===== src/rtl/rollback_sequencer_if.sv =====
// Fault-voter / rollback handshake bundle between the recovery sequencer and the core.
// master = sequencer side, slave = core/voter side.
interface rollback_sequencer_if #(
  parameter int CNT_W = 8
);
  logic [2:0]       Voter_state;
  logic [31:0]      RD_Instr;
  logic             rollback_ready;
  logic             core_hold;
  logic             Recovery_mode;
  logic             Mux_Instr_sel;
  logic             Mux_Data_sel;
  logic             rollback_valid;
  logic [31:0]      Rollback_instr;
  logic             recovery_done;
  logic             double_fault;
  logic [CNT_W-1:0] fault_count;

  modport master (
    input  Voter_state, RD_Instr, rollback_ready,
    output core_hold, Recovery_mode, Mux_Instr_sel, Mux_Data_sel,
           rollback_valid, Rollback_instr, recovery_done, double_fault, fault_count
  );

  modport slave (
    output Voter_state, RD_Instr, rollback_ready,
    input  core_hold, Recovery_mode, Mux_Instr_sel, Mux_Data_sel,
           rollback_valid, Rollback_instr, recovery_done, double_fault, fault_count
  );
endinterface


===== src/rtl/rollback_sequencer.sv =====
// On a voter disagreement, replays golden-memory loads for the rd/rs1/rs2 of the
// faulting instruction, drains the pipeline, then releases the cores.
module rollback_sequencer #(
  parameter int DRAIN_CYCLES = 3,
  parameter int CNT_W        = 8
) (
  input logic             clk,
  input logic             rst_in,
  rollback_sequencer_if.master bus
);

  typedef enum logic [2:0] {IDLE, RST_RD, RST_RS1, RST_RS2, DRAIN, DONE} state_e;

  state_e           state_q, state_d;
  logic [31:0]      instr_q, instr_d;
  logic [3:0]       drain_q, drain_d;
  logic [CNT_W-1:0] cnt_q, cnt_d;
  logic             df_q, df_d;
  logic             hold_q, hold_d;
  logic             mode_q, mode_d;
  logic             isel_q, isel_d;
  logic             dsel_q, dsel_d;
  logic             vld_q, vld_d;
  logic [31:0]      rinstr_q, rinstr_d;
  logic             done_q, done_d;

  logic       fault;
  logic [4:0] cur_field, nxt_field;
  logic       restoring;

  function automatic logic [4:0] field_of(input state_e s, input logic [31:0] ins);
    case (s)
      RST_RD:  return ins[11:7];
      RST_RS1: return ins[19:15];
      RST_RS2: return ins[24:20];
      default: return 5'd0;
    endcase
  endfunction

  // ld xr, r(x0): golden data memory mirrors the register file at address r
  function automatic logic [31:0] restore_op(input logic [4:0] r);
    return {7'b0, r, 5'd0, 3'b011, r, 7'b0000011};
  endfunction

  assign fault     = (bus.Voter_state != 3'b111);
  assign cur_field = field_of(state_q, instr_q);

  always_ff @(posedge clk or negedge rst_in) begin
    if (!rst_in) begin
      state_q  <= IDLE;
      instr_q  <= '0;
      drain_q  <= '0;
      cnt_q    <= '0;
      df_q     <= 1'b0;
      hold_q   <= 1'b0;
      mode_q   <= 1'b0;
      isel_q   <= 1'b0;
      dsel_q   <= 1'b0;
      vld_q    <= 1'b0;
      rinstr_q <= '0;
      done_q   <= 1'b0;
    end else begin
      state_q  <= state_d;
      instr_q  <= instr_d;
      drain_q  <= drain_d;
      cnt_q    <= cnt_d;
      df_q     <= df_d;
      hold_q   <= hold_d;
      mode_q   <= mode_d;
      isel_q   <= isel_d;
      dsel_q   <= dsel_d;
      vld_q    <= vld_d;
      rinstr_q <= rinstr_d;
      done_q   <= done_d;
    end
  end

  always_comb begin
    state_d = state_q;
    instr_d = instr_q;
    drain_d = drain_q;
    cnt_d   = cnt_q;
    df_d    = df_q;
    // A fault while already recovering is only recorded, never recaptured
    if (state_q != IDLE && fault) df_d = 1'b1;
    case (state_q)
      IDLE: if (fault) begin
        instr_d = bus.RD_Instr;
        cnt_d   = (&cnt_q) ? cnt_q : cnt_q + CNT_W'(1);
        state_d = RST_RD;
      end
      RST_RD:  if (cur_field == 5'd0 || (vld_q && bus.rollback_ready)) state_d = RST_RS1;
      RST_RS1: if (cur_field == 5'd0 || (vld_q && bus.rollback_ready)) state_d = RST_RS2;
      RST_RS2: if (cur_field == 5'd0 || (vld_q && bus.rollback_ready)) begin
        state_d = DRAIN;
        drain_d = 4'(DRAIN_CYCLES - 1);
      end
      DRAIN: begin
        if (drain_q == 4'd0) state_d = DONE;
        else                 drain_d = drain_q - 4'd1;
      end
      DONE:    state_d = IDLE;
      default: state_d = IDLE;
    endcase
  end

  // Outputs are decoded from the next state so they register on the same edge
  always_comb begin
    nxt_field = field_of(state_d, instr_d);
    restoring = (state_d == RST_RD) || (state_d == RST_RS1) || (state_d == RST_RS2);
    hold_d    = restoring || (state_d == DRAIN);
    mode_d    = hold_d;
    isel_d    = restoring;
    dsel_d    = restoring;
    vld_d     = restoring && (nxt_field != 5'd0);
    rinstr_d  = vld_d ? restore_op(nxt_field) : 32'd0;
    done_d    = (state_d == DONE);
  end

  assign bus.core_hold      = hold_q;
  assign bus.Recovery_mode  = mode_q;
  assign bus.Mux_Instr_sel  = isel_q;
  assign bus.Mux_Data_sel   = dsel_q;
  assign bus.rollback_valid = vld_q;
  assign bus.Rollback_instr = rinstr_q;
  assign bus.recovery_done  = done_q;
  assign bus.double_fault   = df_q;
  assign bus.fault_count    = cnt_q;

endmodule


===== src/flat_wrapper.sv =====
// flat-port wrapper written by rule: the top's interface ports become plain ports
module rollback_sequencer_flat 
#(
  parameter int DRAIN_CYCLES = 3,
  parameter int CNT_W        = 8
)
  (clk, rst_in, bus_Voter_state, bus_RD_Instr, bus_rollback_ready, bus_core_hold, bus_Recovery_mode, bus_Mux_Instr_sel, bus_Mux_Data_sel, bus_rollback_valid, bus_Rollback_instr, bus_recovery_done, bus_double_fault, bus_fault_count);
  rollback_sequencer_if #(.CNT_W(CNT_W)) bus_i ();
  input logic clk;
  input logic rst_in;
  input wire logic [$bits(bus_i.Voter_state)-1:0] bus_Voter_state;
  input wire logic [$bits(bus_i.RD_Instr)-1:0] bus_RD_Instr;
  input wire logic [$bits(bus_i.rollback_ready)-1:0] bus_rollback_ready;
  output wire logic [$bits(bus_i.core_hold)-1:0] bus_core_hold;
  output wire logic [$bits(bus_i.Recovery_mode)-1:0] bus_Recovery_mode;
  output wire logic [$bits(bus_i.Mux_Instr_sel)-1:0] bus_Mux_Instr_sel;
  output wire logic [$bits(bus_i.Mux_Data_sel)-1:0] bus_Mux_Data_sel;
  output wire logic [$bits(bus_i.rollback_valid)-1:0] bus_rollback_valid;
  output wire logic [$bits(bus_i.Rollback_instr)-1:0] bus_Rollback_instr;
  output wire logic [$bits(bus_i.recovery_done)-1:0] bus_recovery_done;
  output wire logic [$bits(bus_i.double_fault)-1:0] bus_double_fault;
  output wire logic [$bits(bus_i.fault_count)-1:0] bus_fault_count;
  assign bus_i.Voter_state = bus_Voter_state;
  assign bus_i.RD_Instr = bus_RD_Instr;
  assign bus_i.rollback_ready = bus_rollback_ready;
  assign bus_core_hold = bus_i.core_hold;
  assign bus_Recovery_mode = bus_i.Recovery_mode;
  assign bus_Mux_Instr_sel = bus_i.Mux_Instr_sel;
  assign bus_Mux_Data_sel = bus_i.Mux_Data_sel;
  assign bus_rollback_valid = bus_i.rollback_valid;
  assign bus_Rollback_instr = bus_i.Rollback_instr;
  assign bus_recovery_done = bus_i.recovery_done;
  assign bus_double_fault = bus_i.double_fault;
  assign bus_fault_count = bus_i.fault_count;
  rollback_sequencer #(.DRAIN_CYCLES(DRAIN_CYCLES), .CNT_W(CNT_W)) u_core (.clk(clk), .rst_in(rst_in), .bus(bus_i));
endmodule

===== config.mk =====
export PLATFORM = sky130hd
export DESIGN_NAME = rollback_sequencer_flat
export DESIGN_NICKNAME = d
export VERILOG_FILES = /design/src/rtl/rollback_sequencer_if.sv /design/src/rtl/rollback_sequencer.sv /design/src/flat_wrapper.sv
export SDC_FILE = /design/constraint.sdc
export NUM_CORES = 1
export LEC_CHECK = 0
export ABC_AREA = 1
export BUFFER_PORTS_ARGS = -buffer_cell sky130_fd_sc_hd__buf_2
export CORE_AREA = 8 8 79 81
export CTS_CLUSTER_DIAMETER = 100
export DETAILED_ROUTE_END_ITERATION = 8
export DIE_AREA = 0 0 87 89
export PLACE_DENSITY = 0.81
export SLEW_MARGIN = 15
export SYNTH_ARGS = -nofsm -noshare
export SYNTH_HDL_FRONTEND = slang
export SYNTH_SLANG_ARGS = --single-unit

===== constraint.sdc =====
create_clock -name clk -period 2.8 [get_ports clk]
set_input_delay 0.14 -clock clk [delete_from_list [all_inputs] [get_ports clk]]
set_output_delay 0.14 -clock clk [all_outputs]
set_load 0.01 [all_outputs]

==> impl_metrics.env <==
export IMPL_status="finished clean"
export IMPL_synth_edff_count=0
export IMPL_r2r_start="u_core.state_q[1]$_DFF_PN0_"
export IMPL_synth_top_cell_area_share_pct=46.1
export IMPL_ys_warn_count=0
export IMPL_area_growth_pct=11.8
export IMPL_synthMuxAreaShare_pct=0.519
export IMPL_synthCells=243
export IMPL_synth_adder_area_share_pct=1.73
export IMPL_critPathBufInv=2
export IMPL_drc=0
export IMPL_die_height_um=89
export IMPL_vias_per_cell=4.49
export IMPL_fmax_mhz=468
export IMPL_pwr_share_clk_pct=13.2
export IMPL_final_antenna_net_count=0
export IMPL_cts_clk_slew_worst_paths_ns=0.08
export IMPL_clk_latency_ns=0.29
export IMPL_place_congestion=0.839
export IMPL_drv_slew=0
export IMPL_path_depth=9
export IMPL_std_cell_rows=26
export IMPL_slowest_delay_ns=0.47
export IMPL_power_leakage_nw=1.29
export IMPL_critical_path_endpoint="u_core.bus.fault_count[7]$_DFFE_PN0P_"
export IMPL_initial_utilization_pct=43.6
export IMPL_n_antenna_cell=0
export IMPL_yosys_area_top_type="dfrtp_1"
export IMPL_synthArstFlopShare_pct=100
export IMPL_seq_power_share_pct=33.8
export IMPL_worstSetupEndpointType="register"
export IMPL_comb_power_share_pct=53.0
export IMPL_die_w_um=87
export IMPL_crit_type="register to register"
export IMPL_root_buffer="clkbuf_8"
export IMPL_power_density_nw_per_um2=1230
export IMPL_clk_path_buf_depth=2
export IMPL_cp_startpoint="u_core.state_q[1]$_DFF_PN0_"
export IMPL_arrival_ns=2.36
export IMPL_r2r_slack_ns=0.67
export IMPL_p_switching_mw=1.41
export IMPL_num_vias=1597
export IMPL_synthTopCellsByCount="59 x nand2_1, 40 x dfrtp_1, 30 x buf_4"
export IMPL_cts_repair_resized=0
export IMPL_synth_top_flop_cell="dfrtp_1"
export IMPL_syn_avg_cell_area_um2=8.93
export IMPL_grt_overflow=0
export IMPL_num_fill_cells=485
export IMPL_cts_sinks=40
export IMPL_synth_most_common_cell="nand2_1"
export IMPL_htreeDepth=2
export IMPL_hold_viol_final=0
export IMPL_synth_seq_cells=40
export IMPL_setup_viol=0
export IMPL_rsz0062_at_grt="no"
export IMPL_grt_pass1_vias=1695
export IMPL_io_buffers=49
export IMPL_first_pass_iters=4
export IMPL_cts_tree="yes"
export IMPL_cap_violations=0
export IMPL_rr_worst_depth=9
export IMPL_synth_cell_types=35
export IMPL_p_sw_share_pct=47.1
export IMPL_holdBufCountCts=1
export IMPL_worst_path_dominant_cell_family="simple AND/OR/NAND/NOR gates"
export IMPL_yosysSeqAreaShare_pct=46.1
export IMPL_post_route_min_period_ns=2.13
export IMPL_drt_wl_total_mm=4.55
export IMPL_cp_start_kind="register"
export IMPL_worstPathMaxFanout=16
export IMPL_nNetsFinal=326
export IMPL_hold_slack_ns=0.0643
export IMPL_cts_setup_buffers=0
export IMPL_slew_headroom_pct=42.4
export IMPL_crit_chain="nor2_4, nand3_4, inv_2, buf_4, nand2_2, nor2_2, nand3_1, nor3_2, xor2_1"
export IMPL_synth_compound_area_share_pct=3.80
export IMPL_synth_area_top_cells="dfrtp_1 46%, buf_4 10%, nand2_1 10%"
export IMPL_dp_hpwl_mm=3.57
export IMPL_synth_simple_area_share_pct=29.7
export IMPL_wl_per_cell_um=12.8
export IMPL_fin_skew_ns=0.00458
export IMPL_internal_power_mw=1.58
export IMPL_drtIter0Drc=88
export IMPL_dieArea_um2=7740
export IMPL_crit_reg2reg_capture="u_core.bus.fault_count[7]$_DFFE_PN0P_"
export IMPL_tightest_slew_ns=0.864
export IMPL_cts_buffers=5
export IMPL_fin_crit_sh_pct=76.2
export IMPL_cp_slowest_cell="dfrtp_1"
export IMPL_drive_above_1_share_pct=31.5
export IMPL_ir_drop_mv=0.432
export IMPL_ios=85
export IMPL_min_path_type="input pin to register"
export IMPL_grt_pass1_wl_mm=7.47
export IMPL_tns_ns=0
export IMPL_synth_xor_area_share_pct=2.42
export IMPL_antenna_found_initial=0
export IMPL_core_um2=4980
export IMPL_grt_start_max_net_pins=41
export IMPL_synth_area_um2=2170
export IMPL_grt_usage_pct=12.4
export IMPL_required_ns=3.02
export IMPL_synth_top_family_by_area="simple AND/OR/NAND/NOR gates"
-- cell usage in the layout, fill, tap and decap left out, drive strengths merged --
master        n
a211oi        1
a21o          1
a21oi         2
a31oi         2
buf          50
clkbuf        7
clkinv        1
clkinvlp      1
conb         18
dfrtp        40
dlygate4sd3   1
ha            3
inv          21
mux2          1
nand2        65
nand3        28
nand3b        1
nand4         5
nor2         22
nor3          4
nor3b         1
o21ai         5
xnor2         2
xor2          4
-- sequential cells by signal, indices dropped and copies added, names as in the netlist --
register and cells:
u_core.bus.Mux_Instr_sel 1, u_core.instr_q 15, u_core.state_q 3, u_core.bus.core_hold 1, u_core.bus.double_fault 1, u_core.bus.recovery_done 1, u_core.bus.fault_count 8, u_core.drain_q 4
u_core.bus.Rollback_instr 6
-- worst min-delay path, cell delays in order --
cell	delay (ns)
buf_2	0.07
nand2_1	0.04
nand2_1	0.06
-- cell type report --
| type | instances | area, µm² | area share (%) |
|---|---|---|---|
| clock buffer | 7 | 86.3 | 3.56 |
| multi-input combinational | 165 | 897 | 37.0 |
| tap | 70 | 87.6 | 3.61 |
| timing repair buffer | 51 | 263 | 10.8 |
| clock inverter | 1 | 7.51 | 0.309 |
| inverter | 22 | 85.1 | 3.51 |
| sequential | 40 | 1000 | 41.2 |
-- stage by stage --
step | setup slack (ns) | power [mW] | cells | cell area, µm² | util (%)
after floorplan | 1.16 | 2.30 | 260 | 2230 | -
after global placement | 0.742 | 2.54 | 347 | 2320 | 46.7
after detailed placement | 0.666 | 2.60 | 347 | 2320 | 46.7
after CTS | 0.672 | 3.02 | 356 | 2430 | 48.8
after global routing | 0.511 | 3.25 | 356 | 2430 | 48.8
final | 0.665 | 2.99 | 356 | 2430 | 48.8
-- kinds of logic after synthesis --
| family | count (synthesis) |
|---|---|
| AOI/OAI and AO/OA | 11 |
| xor gates and xnor gates | 6 |
| adders and majority gates | 3 |
| buffers and inverters | 55 |
| DFF | 40 |
| muxes | 1 |
| other | 1 |
| and+or+nand+nor | 126 |
-- routing by layer --
| layer | vias to the layer above | share of wire, % | global-route usage, % | wire length, µm |
|---|---|---|---|---|
| li1 | 803 | - | - | - |
| met1 | 734 | 43 | 14.2 | 1950 |
| met2 | 51 | 48 | 20.3 | 2160 |
| met3 | 9 | 7.1 | 3.77 | 323 |
| met4 | 0 | 2.4 | 6.57 | 108 |
| met5 | - | 0 | 0 | 0 |
-- worst min path at each step --
stage | end | cells past startpoint | slack, ns | from
6_report | u_core.instr_q[16]$_DFF_PN0_ | 3 | 0.06 | bus_RD_Instr[16]
5_1_grt | u_core.instr_q[18]$_DFF_PN0_ | 3 | 0.07 | bus_RD_Instr[18]
4_1_cts | u_core.instr_q[16]$_DFF_PN0_ | 3 | 0.05 | bus_RD_Instr[16]
3_5_place_dp | u_core.bus.fault_count[0]$_DFFE_PN0P_ | 1 | 0.30 | rst_in
3_3_place_gp | u_core.bus.fault_count[0]$_DFFE_PN0P_ | 1 | 0.31 | rst_in
2_1_floorplan | u_core.bus.Mux_Instr_sel$_DFF_PN0_ | 0 | -0.16 | rst_in
-- power groups by stage --
stage	combinational [mW]	sequential, mW	clock, mW
floorplan	1.27	1.03	0
global placement	1.54	1.00	0
detailed placement	1.59	1.02	0
CTS	1.59	1.01	0.414
global route	1.78	1.04	0.431
finish	1.58	1.01	0.395
(Power assumes the default switching activity.)
